<file path="config.mk">
export PLATFORM = sky130hd
export DESIGN_NAME = fetch_queue
export DESIGN_NICKNAME = d
export VERILOG_FILES = /design/src/rtl/fetch_queue.sv
export SDC_FILE = /design/constraint.sdc
export NUM_CORES = 1
export LEC_CHECK = 0
export ABC_AREA = 1
export BUFFER_PORTS_ARGS = -buffer_cell sky130_fd_sc_hd__buf_2
export CORE_MARGIN = 2
export CORE_UTILIZATION = 52
export CTS_CLUSTER_DIAMETER = 60
export DETAILED_ROUTE_END_ITERATION = 6
export GPL_TIMING_DRIVEN = 0
export HOLD_SLACK_MARGIN = 0.08
export PLACE_DENSITY = 0.88
export SLEW_MARGIN = 20
export SYNTH_ARGS = -nofsm -noshare
export SYNTH_HDL_FRONTEND = slang
export SYNTH_SLANG_ARGS = --single-unit
</file>
<file path="constraint.sdc">
create_clock -name clk -period 8.8 [get_ports clk]
set_input_delay 0.44 -clock clk [delete_from_list [all_inputs] [get_ports clk]]
set_output_delay 0.44 -clock clk [all_outputs]
set_load 0.01 [all_outputs]
</file>
<file path="src/rtl/fetch_queue.sv">
// Prefetching fetch stage: issues one word read per cycle to a 1-cycle instruction memory and
// buffers returned instructions in a DEPTH-entry FIFO feeding decode over valid/ready.
module fetch_queue #(
  parameter int unsigned DEPTH    = 4,
  parameter int unsigned NUM_INST = 128,
  parameter logic [31:0] RESET_PC = 32'h0000_0000
) (
  input  logic                     clk,
  input  logic                     rst,
  input  logic                     redirect,
  input  logic [31:0]              redirect_pc,
  output logic                     imem_req,
  output logic [31:0]              imem_addr,
  input  logic [31:0]              imem_rdata,
  output logic                     dec_valid,
  input  logic                     dec_ready,
  output logic [31:0]              dec_inst,
  output logic [31:0]              dec_pc,
  output logic                     dec_fault,
  output logic [63:0]              fetch_dec_reg,
  output logic [$clog2(DEPTH):0]   occupancy
);

  localparam int unsigned PtrW    = $clog2(DEPTH);
  localparam logic [32:0]  PcLimit = 33'(NUM_INST) << 2;
  localparam logic [PtrW+1:0] DepthW = (PtrW+2)'(DEPTH);
  localparam logic [PtrW-1:0] PtrOne = PtrW'(1);
  localparam logic [PtrW:0]   CntOne = (PtrW+1)'(1);
  localparam logic [31:0]     NopInst = 32'h0000_0013;

  logic [31:0]                fetch_pc_q;
  logic                       inflight_q;
  logic [31:0]                inflight_pc_q;
  logic                       inflight_fault_q;
  // Entry layout: {fault, inst, pc}
  logic [DEPTH-1:0][64:0]     entry_q;
  logic [PtrW-1:0]            rd_ptr_q;
  logic [PtrW-1:0]            wr_ptr_q;
  logic [PtrW:0]              count_q;

  logic                       in_range;
  logic                       push;
  logic                       pop;
  logic                       issue;
  logic [PtrW+1:0]            used;
  logic [PtrW+1:0]            limit;
  logic [64:0]                head;
  logic                       unused_redirect_lsb;

  assign unused_redirect_lsb = ^redirect_pc[1:0];

  always_comb begin
    in_range  = {1'b0, fetch_pc_q} < PcLimit;
    dec_valid = (count_q != '0) && !redirect;
    pop       = dec_valid && dec_ready;
    push      = inflight_q && !redirect;
    used      = {1'b0, count_q} + {{(PtrW+1){1'b0}}, inflight_q};
    // A pop this cycle frees its slot immediately, so issue can resume without a bubble.
    limit     = DepthW + {{(PtrW+1){1'b0}}, pop};
    issue     = !rst && !redirect && (used < limit);
    imem_req  = issue && in_range;
    imem_addr = fetch_pc_q;
    head      = entry_q[rd_ptr_q];
  end

  assign dec_fault     = head[64];
  assign dec_inst      = head[63:32];
  assign dec_pc        = head[31:0];
  assign fetch_dec_reg = {dec_inst, dec_pc};
  assign occupancy     = count_q;

  always_ff @(posedge clk or posedge rst) begin
    if (rst) begin
      fetch_pc_q       <= RESET_PC;
      inflight_q       <= 1'b0;
      inflight_pc_q    <= '0;
      inflight_fault_q <= 1'b0;
      entry_q          <= '0;
      rd_ptr_q         <= '0;
      wr_ptr_q         <= '0;
      count_q          <= '0;
    end else if (redirect) begin
      // Dropping inflight discards the read data returning next cycle.
      fetch_pc_q <= {redirect_pc[31:2], 2'b00};
      inflight_q <= 1'b0;
      rd_ptr_q   <= '0;
      wr_ptr_q   <= '0;
      count_q    <= '0;
    end else begin
      if (issue) begin
        inflight_q       <= 1'b1;
        inflight_pc_q    <= fetch_pc_q;
        inflight_fault_q <= !in_range;
        fetch_pc_q       <= fetch_pc_q + 32'd4;
      end else if (push) begin
        inflight_q <= 1'b0;
      end
      if (push) begin
        entry_q[wr_ptr_q] <= {inflight_fault_q, inflight_fault_q ? NopInst : imem_rdata,
                              inflight_pc_q};
        wr_ptr_q          <= wr_ptr_q + PtrOne;
      end
      if (pop) begin
        rd_ptr_q <= rd_ptr_q + PtrOne;
      end
      if (push && !pop) begin
        count_q <= count_q + CntOne;
      end else if (pop && !push) begin
        count_q <= count_q - CntOne;
      end
    end
  end

endmodule

</file>
==> results.py <==
metrics = {
    "run_status": {
        "outcome": "finished clean",
    },
    "synth": {
        "synth_top_family_by_area": "simple AND/OR/NAND/NOR gates",
        "ys_seq_area_share_pct": 51.3,
        "synth_top_area_share_pct": 51.3,
        "synthXorXnorAreaFrac_pct": 0.495,
        "synth-compound-area-share_pct": 12.2,
        "post-synth-top-area-cell": "dfrtp_1",
        "ys_seq_elements": 321,
        "synthAdderAreaFrac_pct": 0.687,
        "synth_cell_types": 32,
        "ys_warn_count": 0,
        "yosys.area_share.simple_pct": 25.9,
        "synthMuxAreaShare_pct": 0,
        "synth.area.top_cells": "dfrtp_1 (51%), nand2_1 (17%), o21ai_0 (8.9%)",
        "synth_area_sq_um": 15700,
        "syn_inst": 2022,
        "syn_avg_cell_area_sq_um": 7.75,
    },
    "clocking": {
        "cts_resized": 0,
        "cts_sinks": 321,
        "ctsHoldBuffers": 1,
        "clk_latency_ns": 0.53,
        "cts_tree": "yes",
        "cts_setup_buffers": 0,
        "clk_transition_reported_paths_ns": 0.07,
        "cts-root-buf": "clkbuf_16",
        "htreeDepth": 2,
        "cts_buffer_depth": 3,
        "cts_buffers": 35,
    },
    "drt": {
        "postRouteAntennaNets": 0,
        "via_per_inst": 5.66,
        "vias": 15400,
        "drt-initial-drc-count": 1806,
        "wl_microns": 47500,
        "post_drt_wl_per_cell_microns": 17.5,
        "route.detailed.drc": 0,
        "first_pass_iters": 6,
    },
    "sta": {
        "setup_viol": 0,
        "relSlewSlack_pct": 54.3,
        "post-route-period-util_pct": 46.4,
        "skew_ns": 0.0158,
        "fmax_mhz": 245,
        "worst_slew_pin_slew_ns": 0.685,
        "period_minus_slack_ns": 4.09,
        "rsz0062_at_grt": "false",
        "whs_ns": 0.127,
        "finalHoldViolations": 0,
        "slew_violations": 0,
        "setup_tns_ns": 0,
    },
    "min_path": {
        "hp-class": "in -> reg",
        "hold_start": "redirect_pc[29]",
    },
    "cells_and_area": {
        "nFillCells": 2380,
        "diodes": 0,
        "fin_util_pct": 63.3,
        "area_growth_pct": 19.7,
        "final_common_cell": "nand2_1",
        "multi_input_area_sq_um": 6160,
        "layout-drive-gt1-share_pct": 18.4,
        "regArea_sq_um": 8030,
        "final_cells": 2716,
        "finalNetCount": 2376,
        "final_cell_mix": "nand2_1 (705), dfrtp_1 (321), o21ai_0 (280), buf_2 (260), nor2_1 (210)",
    },
    "die": {
        "start_util_pct": 52.9,
        "die_w_microns": 178,
        "ios": 234,
        "row_count": 63,
        "core_area_sq_um": 29600,
        "floorplan.die_area_sq_um": 31500,
        "die_y_microns": 178,
    },
    "worst_setup_path": {
        "path_cells": "dlygate4sd3_1 > buf_2 > clkinvlp_4 > buf_12 > buf_12 > buf_16 > buf_12 > buf_16 > nand3_1 > inv_1 > nand2_2 > buf_6 > nor2_1 > buf_2",
        "slowest_stage": "dlygate4sd3_1",
        "cp_max_fo": 33,
        "worstSetupStartpoint": "rst",
        "crit_path_end_kind": "output port",
        "worst-setup-path-type": "in -> out",
        "critPathRequiredTime_ns": 8.36,
        "r2r-start": "occupancy[0]$_DFFE_PP0P_",
        "crit_path_start_kind": "primary input",
        "cp.arrival_ns": 3.65,
        "slowest_delay_ns": 0.53,
        "crit_top_cell": "buf_12",
    },
    "placement": {
        "port_buffers": 224,
        "place.detailed.hpwl_microns": 32500,
        "gp_congestion": 0.939,
        "place_inst": 2652,
    },
    "global_routing": {
        "grt_pass1_wl_microns": 75500,
        "grt_use_total_pct": 30.2,
        "first_global_vias": 15000,
        "grt_antenna_before_repair": 0,
        "grt_max_degree": 36,
        "grt_overflow_total": 0,
    },
    "power_and_ir_drop": {
        "p_leak_nw": 9.96,
        "power.total_mw": 5.42,
        "pwr_density_cell_nw_per_um2": 289,
        "max-vdd-ir-drop_uv": 197,
    },
    "job": {
        "drv_cap": 0,
    },
}
## logic make-up (layout without fill, tap and decap cells)
kind of cell             Yosys count  in the layout
AND/OR/NAND/NOR                 1020           1020
AO/OA/AOI/OAI                    362            362
flip-flops                       321            321
buffers and inverters            302            601
adder cells (fa/ha/maj)            8              8
XOR/XNOR                           8              8
other                              1              6
## final timing paths
kind	endpoint	slack, ns	depth (start not counted)
max in group asynchronous	imem_addr[2]$_DFFE_PP0P_	6.86	8
worst max-delay path	imem_req	4.71	14
worst max register to register	imem_addr[26]$_DFFE_PP0P_	6.68	8
worst min-delay path	imem_addr[29]$_DFFE_PP0P_	0.13	3
worst min register to register	entry_q[181]$_DFFE_PP0P_	0.47	2
min in group asynchronous	entry_q[39]$_DFFE_PP0P_	0.56	3
## sequential cells by signal, indices dropped and copies added (netlist names)
| signal | flops |
|---|---|
| occupancy | 3 |
| rd_ptr_q | 2 |
| inflight_pc_q | 30 |
| wr_ptr_q | 2 |
| inflight_q | 1 |
| inflight_fault_q | 1 |
| entry_q | 252 |
| imem_addr | 30 |
## worst max-delay path: cells and delay by family
| family | cells | cell delay (ns) |
|---|---|---|
| buf+inv | 11 | 2.65 |
| simple gates | 3 | 0.50 |
## report_power, final
group          leakage [nW]  internal (mW)  total (mW)  switching (mW)
combinational          5.08          0.752        1.90            1.15
clock                 0.581          0.930        1.54           0.615
sequential             4.30           1.75        1.97           0.218
## stage by stage
stage / setup slack (ns) / cell area [sq um]
finish: 4.71 / 18800
global route: 4.43 / 18800
CTS: 4.68 / 18800
detailed placement: 5.25 / 17500
global placement: -0.321 / 17300
floorplan: 2.00 / 15700
## metal layers
metal  GRT usage [%]  vias to the layer above  part of all wire (%)
met2            48.1                     1010                    47
met5            1.44                        -                  0.14
met4            15.7                        2                   4.4
met3            6.06                      199                    11
li1                -                     6946                     -
met1            39.0                     7208                    38
## area by class of cell
cell class,instances,area share (%)
clock inverters,16,1.23
plain buffers,184,5.59
flip-flops and latches,321,42.8
multi-input cells,1404,32.9
clock buffers,47,5.18
inverters,118,2.38
well taps,390,2.60
repair buffers,236,7.32
## cells in the mapped netlist, drive strengths merged
cell,n
nor2,211
xor2,6
nor3,1
a31oi,1
o21ai,294
ha,7
inv,118
buf,118
fa,1
conb,1
a21oi,3
dfrtp,321
nand4,10
o22ai,63
clkbuf,66
nand2,707
nand3,88
or2,3
xnor2,2
o21a,1
Note: power is estimated with default switching activity, not from simulation.
